**src/rtl/uart_boot_loader.sv**
```systemverilog
// uart_boot_loader: drains the UART RX byte buffer into instruction memory as little-endian words.
// Define UART_BOOT_CHECKSUM_EN to build the mod-256 checksum of copied bytes.
module uart_boot_loader #(
    parameter int unsigned MEM_AW  = 7,
    parameter int unsigned BASE_WA = 0
) (
    input  logic              clk,
    input  logic              reset,
    input  logic              start,
    input  logic              rx_fifo_full,
    input  logic [8:0]        rx_fifo_wa,
    output logic              rx_fifo_full_ack,
    output logic              buf_ren,
    output logic [8:0]        buf_ra,
    input  logic [7:0]        buf_rd,
    input  logic              cpu_req,
    input  logic [8:0]        cpu_addr,
    output logic              cpu_gnt,
    output logic              cpu_rvalid,
    output logic [7:0]        cpu_rdata,
    output logic              mem_wen,
    output logic [MEM_AW-1:0] mem_wa,
    output logic [31:0]       mem_wd,
    output logic              busy,
    output logic              done,
    output logic [7:0]        checksum
);
    localparam int unsigned BUF_AW   = 9;
    localparam int unsigned LEN_W    = 10;
    localparam int unsigned FULL_LEN = 512;

    typedef enum logic [2:0] {IDLE, RD, CAP, WR, ACK} state_t;

    state_t            state_q, state_d;
    logic [LEN_W-1:0]  n_q, n_d, len_q, len_d, n_inc;
    logic [31:0]       word_q, word_d, word_nxt;
    logic [MEM_AW-1:0] widx_q, widx_d, mem_wa_q, mem_wa_d;
    logic [31:0]       mem_wd_q, mem_wd_d;
    logic              mem_wen_q, mem_wen_d, ack_q, ack_d, done_q, done_d;
    logic              busy_q, busy_d, own_cpu_q, own_cpu_d, full_prev_q, full_prev_d;
    logic              trig_full;
    logic [1:0]        lane;

    assign trig_full = rx_fifo_full && !full_prev_q;

    // Next-state, packer and read-port arbitration; the CPU always owns the port when requesting.
    always_comb begin
        state_d     = state_q;
        n_d         = n_q;
        len_d       = len_q;
        word_d      = word_q;
        widx_d      = widx_q;
        mem_wen_d   = 1'b0;
        mem_wa_d    = mem_wa_q;
        mem_wd_d    = mem_wd_q;
        ack_d       = 1'b0;
        done_d      = done_q;
        full_prev_d = rx_fifo_full;
        own_cpu_d   = cpu_req;
        cpu_gnt     = cpu_req;
        buf_ren     = cpu_req;
        buf_ra      = '0;
        word_nxt    = word_q;
        n_inc       = n_q + LEN_W'(1);
        lane        = n_q[1:0];
        if (cpu_req) begin
            buf_ra = cpu_addr;
        end
        case (state_q)
            IDLE: begin
                if (trig_full || start) begin
                    len_d  = trig_full ? LEN_W'(FULL_LEN) : LEN_W'(rx_fifo_wa);
                    n_d    = '0;
                    word_d = '0;
                    widx_d = '0;
                    done_d = 1'b0;
                    state_d = (len_d == '0) ? ACK : RD;
                end
            end
            RD: begin
                if (!cpu_req) begin
                    buf_ren = 1'b1;
                    buf_ra  = n_q[BUF_AW-1:0];
                    state_d = CAP;
                end
            end
            CAP: begin
                word_nxt[{lane, 3'b000} +: 8] = buf_rd;
                n_d = n_inc;
                if (lane == 2'd3 || n_inc == len_q) begin
                    mem_wen_d = 1'b1;
                    mem_wa_d  = MEM_AW'(BASE_WA) + widx_q;
                    mem_wd_d  = word_nxt;
                    word_d    = '0;
                    state_d   = WR;
                end else begin
                    word_d  = word_nxt;
                    state_d = RD;
                end
            end
            WR: begin
                widx_d  = widx_q + MEM_AW'(1);
                state_d = (n_q < len_q) ? RD : ACK;
            end
            ACK: begin
                ack_d   = 1'b1;
                done_d  = 1'b1;
                state_d = IDLE;
            end
            default: state_d = IDLE;
        endcase
        busy_d = (state_d != IDLE);
    end

    always_ff @(posedge clk) begin
        if (reset) begin
            state_q     <= IDLE;
            n_q         <= '0;
            len_q       <= '0;
            word_q      <= '0;
            widx_q      <= '0;
            mem_wen_q   <= 1'b0;
            mem_wa_q    <= '0;
            mem_wd_q    <= '0;
            ack_q       <= 1'b0;
            done_q      <= 1'b0;
            busy_q      <= 1'b0;
            own_cpu_q   <= 1'b0;
            full_prev_q <= 1'b0;
        end else begin
            state_q     <= state_d;
            n_q         <= n_d;
            len_q       <= len_d;
            word_q      <= word_d;
            widx_q      <= widx_d;
            mem_wen_q   <= mem_wen_d;
            mem_wa_q    <= mem_wa_d;
            mem_wd_q    <= mem_wd_d;
            ack_q       <= ack_d;
            done_q      <= done_d;
            busy_q      <= busy_d;
            own_cpu_q   <= own_cpu_d;
            full_prev_q <= full_prev_d;
        end
    end

    assign rx_fifo_full_ack = ack_q;
    assign mem_wen          = mem_wen_q;
    assign mem_wa           = mem_wa_q;
    assign mem_wd           = mem_wd_q;
    assign busy             = busy_q;
    assign done             = done_q;
    assign cpu_rvalid       = own_cpu_q;
    // Read data lands one cycle after issue, so it is steered by who issued last cycle.
    assign cpu_rdata        = own_cpu_q ? buf_rd : 8'h00;

`ifdef UART_BOOT_CHECKSUM_EN
    logic [7:0] csum_q, csum_d;
    logic       trig_go, cap_en;

    assign trig_go = (state_q == IDLE) && (trig_full || start);
    assign cap_en  = (state_q == CAP);

    always_comb begin
        csum_d = csum_q;
        if (trig_go) begin
            csum_d = 8'h00;
        end else if (cap_en) begin
            csum_d = csum_q + buf_rd;
        end
    end

    always_ff @(posedge clk) begin
        if (reset) begin
            csum_q <= 8'h00;
        end else begin
            csum_q <= csum_d;
        end
    end

    assign checksum = csum_q;
`else
    assign checksum = 8'h00;
`endif

endmodule

```
**config.mk**
```make
export PLATFORM = sky130hd
export DESIGN_NAME = uart_boot_loader
export DESIGN_NICKNAME = d
export VERILOG_FILES = /design/src/rtl/uart_boot_loader.sv
export SDC_FILE = /design/constraint.sdc
export NUM_CORES = 1
export LEC_CHECK = 0
export CAP_MARGIN = 10
export CORE_MARGIN = 2
export CORE_UTILIZATION = 55
export CTS_CLUSTER_SIZE = 10
export DETAILED_ROUTE_END_ITERATION = 8
export DONT_BUFFER_PORTS = 1
export GPL_TIMING_DRIVEN = 1
export PLACE_DENSITY = 0.7
export SETUP_SLACK_MARGIN = 0.3
export SYNTH_ARGS = -nofsm -noshare
export SYNTH_HDL_FRONTEND = slang
export SYNTH_SLANG_ARGS = --single-unit
```
**constraint.sdc**
```tcl
create_clock -name clk -period 5.7 [get_ports clk]
set_input_delay 1.14 -clock clk [delete_from_list [all_inputs] [get_ports clk]]
set_output_delay 1.14 -clock clk [all_outputs]
set_load 0.02 [all_outputs]
```
==> impl.org <==
** Worst setup path
- Register-to-register setup slack :: between 2000 and 3000 ps
- Type of origin of the critical path :: input port
- Critical Path Sink :: buf_ra[0]
- End of the worst register-to-register path :: word_q[7]$_SDFFE_PP0P_
- Max Fanout on Critical Path :: 14
- STA classifies the critical path endpoint as a primary output.
- Critical Path Start :: cpu_req
- Arrival time worst endpoint :: just under 2000 ps
- Register-to-Register Path Depth :: 7
- Critical path class :: input port to primary output
- For the worst setup path, the data required time is around 4600 ps.
- The worst register-to-register path begins at n_q[0]$_SDFFE_PP0P_.

** Clock tree
- Buffers inserted to repair hold after CTS numbered 0.
- Buffer cell driving the clock tree root :: sky130_fd_sc_hd__clkbuf_8
- Worst-Skew Late Latency :: 370 ps
- In this run, CTS created clock tree buffers numbering 9.
- No sink is reached through more buffers than the 2 on the longest clock path.
- The H-tree was split into 3 levels.
- Number of sinks driven by the clock tree :: roughly 110
- Register clock-pin slew on the reported worst setup and hold paths :: ~100 ps
- The number of gates resized after CTS was 0.
- Post-CTS timing repair inserted 0 buffers for setup.
- TritonCTS built the clock tree.

** Logic synthesis
- Netlist cell types :: between 50 and 60
- Seq cells post-synth :: 107
- For this run, the leading register cell type out of synthesis is sky130_fd_sc_hd__dfxtp_1.
- During synthesis, Yosys emitted a total of 0 warnings.
- Synth top area share :: between 40% and 50%
- List of most frequent post-synthesis cells :: sky130_fd_sc_hd__dfxtp_1, sky130_fd_sc_hd__nor2_1, sky130_fd_sc_hd__a21oi_1
- sky130_fd_sc_hd__dfxtp_1 is the most common cell in the netlist.
- Cell type contributing the most total cell area after synthesis :: sky130_fd_sc_hd__dfxtp_1
- Average size of a mapped cell :: 8.633 sq um
- Number of cells produced by synthesis :: slightly above 600
- In the synthesized netlist the async set-or-reset flop fraction comes to 0%.
- Netlist area before placement :: between 5000 and 6000 sq um
- After synthesis, the cell types taking the most area are sky130_fd_sc_hd__dfxtp_1, sky130_fd_sc_hd__a22o_1, sky130_fd_sc_hd__a21oi_1, sky130_fd_sc_hd__nor2_1, sky130_fd_sc_hd__nand3b_1.
- Post-synth EDFFs :: 0
- Share of the yosys chip area belonging to registers :: about two fifths

** Layout
- Of the cells placed in the final design, the portion with a size suffix greater than 1 is roughly 5.4%.
- For this run, the post-layout net count is 636.
- Fillers :: 875
- Finished Core Util :: ~59%
- Number of diodes added for antenna fixing :: 0
- Synthesis-to-layout area growth :: 2.786%

** Placed design
- Half-perimeter wire length of the detailed placement result :: about 8000 microns
- Routability-driven placement finished with a final weighted congestion of between 0.8 and 0.9.
- In this run the tool buffered the top-level ports with 0 buffer cells.

** Detailed routing
- First-pass iteration count of the detailed router :: 4
- Total wire length :: about 12000 microns
- After detailed routing, the number of remaining DRC violations is 0.
- Post-DR wirelength/cell :: around 17 microns
- Via-to-Cell Ratio :: between 5 and 6
- For this block, the via count after detailed routing is 4238.
- Number of nets still failing antenna checks after routing :: 0
- Iteration-0 DRC Markers :: around 160

** Global route
- Tot GR Track Use :: between 20% and 30%
- Met3 Resource Use GR :: 4.136%
- Overflow left after global routing :: 0
- Global-route wire length before repair :: 19260 microns
- Maximum number of pins on one net before global-route repair :: approximately 140
- In the global route stage, met2 resource usage came out at 38.11%.
- For met1 alone, demand over resource in global routing was 30.59%.
- Number of antenna violations at the first check in global routing :: 0
- Peak-usage layer in the global routing report :: met2
- The via count of the first global-routing pass came to 3886.

** Floorplan
- Effective utilization at floorplan :: 57.29%
- Number of placed I/O pins :: 102
- From left edge to right edge, the die measures around 100 microns.
- The die is ~100 microns tall.
- Core ar. :: 9328 sq um
- Row cnt :: 35
- The die covers between 10000 and 15000 sq um.

** Timing
- Final max-slew violation count :: 0
- The worst pin sits at a relative slew slack of 37.05%.
- Total negative slack for setup checks :: 0 ps
- The hold violation count in the final report came to 0.
- After layout, the worst path uses a little over half of the clock period.
- At the pin with the least slew margin, the transition time is approximately 940 ps.
- Final Skew :: ~13 ps
- Highest achievable clock rate :: 0.3203 GHz
- Setup repair after global routing left no endpoint under its margin.
- Final setup vio count :: 0
- The worst path in the final design needs a cycle of between 3000 and 4000 ps, including I/O delays and setup.

** Pwr
- Summed over all cells, the static leakage comes to ~2.1 nW.
- IR analysis of the VDD net gives a maximum drop of just over 0.1 mV.
- Areal power density over the cells :: 246.0 nW/um^2

** Outcome
- Outcome :: finished, final reports clean

** Worst hold path
- Type of the most critical hold path :: flip-flop to flip-flop

** Flow run
- Max-Cap Viols :: 0
[stage by stage]
stage | hold WS [ps] | setup slack (ps) | power [mW] | cell area [sq um] | std cells
2_1_floorplan | 434.5 | 2491 | 0.9110 | 5370 | 626
3_3_place_gp | 447.8 | 2648 | 0.9168 | 5300 | 705
3_5_place_dp | 449.1 | 2574 | 0.9210 | 5300 | 705
4_1_cts | 470.3 | 2570 | 1.364 | 5488 | 721
5_1_grt | 487.3 | 2457 | 1.407 | 5493 | 722
6_report | 464.7 | 2578 | 1.351 | 5493 | 722
[logic make-up after synthesis]
logic type	Yosys count	share of synthesized area, %
multiplexers	7	1.311
AO/OA/AOI/OAI	168	21.96
buffers and inverters	71	6.321
other	1	0.07017
adder cells (fa/ha/maj)	17	3.980
AND/OR/NAND/NOR	235	23.86
flip-flops	107	40.08
XOR/XNOR	13	2.412
[cells in the final DEF, fill, tap and decap left out, types with 15 or more instances in the layout]
cell type	netlist	layout
sky130_fd_sc_hd__a21oi_1	61	61
sky130_fd_sc_hd__a22o_1	41	41
sky130_fd_sc_hd__dfxtp_1	107	107
sky130_fd_sc_hd__ha_1	17	17
sky130_fd_sc_hd__inv_1	15	15
sky130_fd_sc_hd__nand2_1	22	22
sky130_fd_sc_hd__nand3_1	20	20
sky130_fd_sc_hd__nand3b_1	33	33
sky130_fd_sc_hd__nor2_1	67	67
sky130_fd_sc_hd__nor2b_1	36	36
sky130_fd_sc_hd__o31ai_1	32	32
[state kept, by name, indices dropped and copies added, names as in the netlist]
name / count
busy: 1
cpu_rvalid: 1
done: 1
full_prev_q: 1
len_q: 10
mem_wa: 7
mem_wd: 32
mem_wen: 1
n_q: 10
rx_fifo_full_ack: 1
state_q: 3
widx_q: 7
word_q: 32
[cell type report]
class                           instances  area (sq um)  share of cell area (%)
Sequential cell                       107          2142                   39.00
Timing Repair Buffer                    7         50.05                  0.9112
Tap cell                              129         161.4                   2.938
Clock buffer                           11         141.4                   2.574
Multi-Input combinational cell        448          2895                   52.71
Inverter                               15         56.30                   1.025
Clock inverter                          5         46.29                  0.8428
[report_power, final]
part / internal (mW) / switching, mW / total (mW)
Clock: 0.178 / 0.269 / 0.447
Combinational: 0.0470 / 0.0871 / 0.134
Sequential: 0.757 / 0.0131 / 0.770
Total: 0.982 / 0.369 / 1.35
[routing by layer]
| layer | wire length [microns] | part of all wire (%) |
|---|---|---|
| met5 | 0 | 0 |
| met4 | 169 | 1.4 |
| met3 | 654 | 5.4 |
| met2 | 5768 | 48 |
| met1 | 5487 | 45 |
[critical path, stage by stage]
cell and delay (ps):
sky130_fd_sc_hd__nor3_1 330, sky130_fd_sc_hd__buf_4 240, sky130_fd_sc_hd__a22o_1 260
[how the worst min path moves through the flow]
stage | start | to | slack (ps) | cells past startpoint
floorplan | word_q[10]$_SDFFE_PP0P_ | word_q[10]$_SDFFE_PP0P_ | 430 | 1
global placement | word_q[6]$_SDFFE_PP0P_ | word_q[6]$_SDFFE_PP0P_ | 450 | 1
detailed placement | word_q[5]$_SDFFE_PP0P_ | word_q[5]$_SDFFE_PP0P_ | 450 | 1
CTS | len_q[0]$_SDFFE_PP0P_ | len_q[0]$_SDFFE_PP0P_ | 470 | 2
global route | word_q[9]$_SDFFE_PP0P_ | word_q[9]$_SDFFE_PP0P_ | 490 | 1
finish | len_q[0]$_SDFFE_PP0P_ | len_q[0]$_SDFFE_PP0P_ | 460 | 2
(Power assumes the default switching activity.)
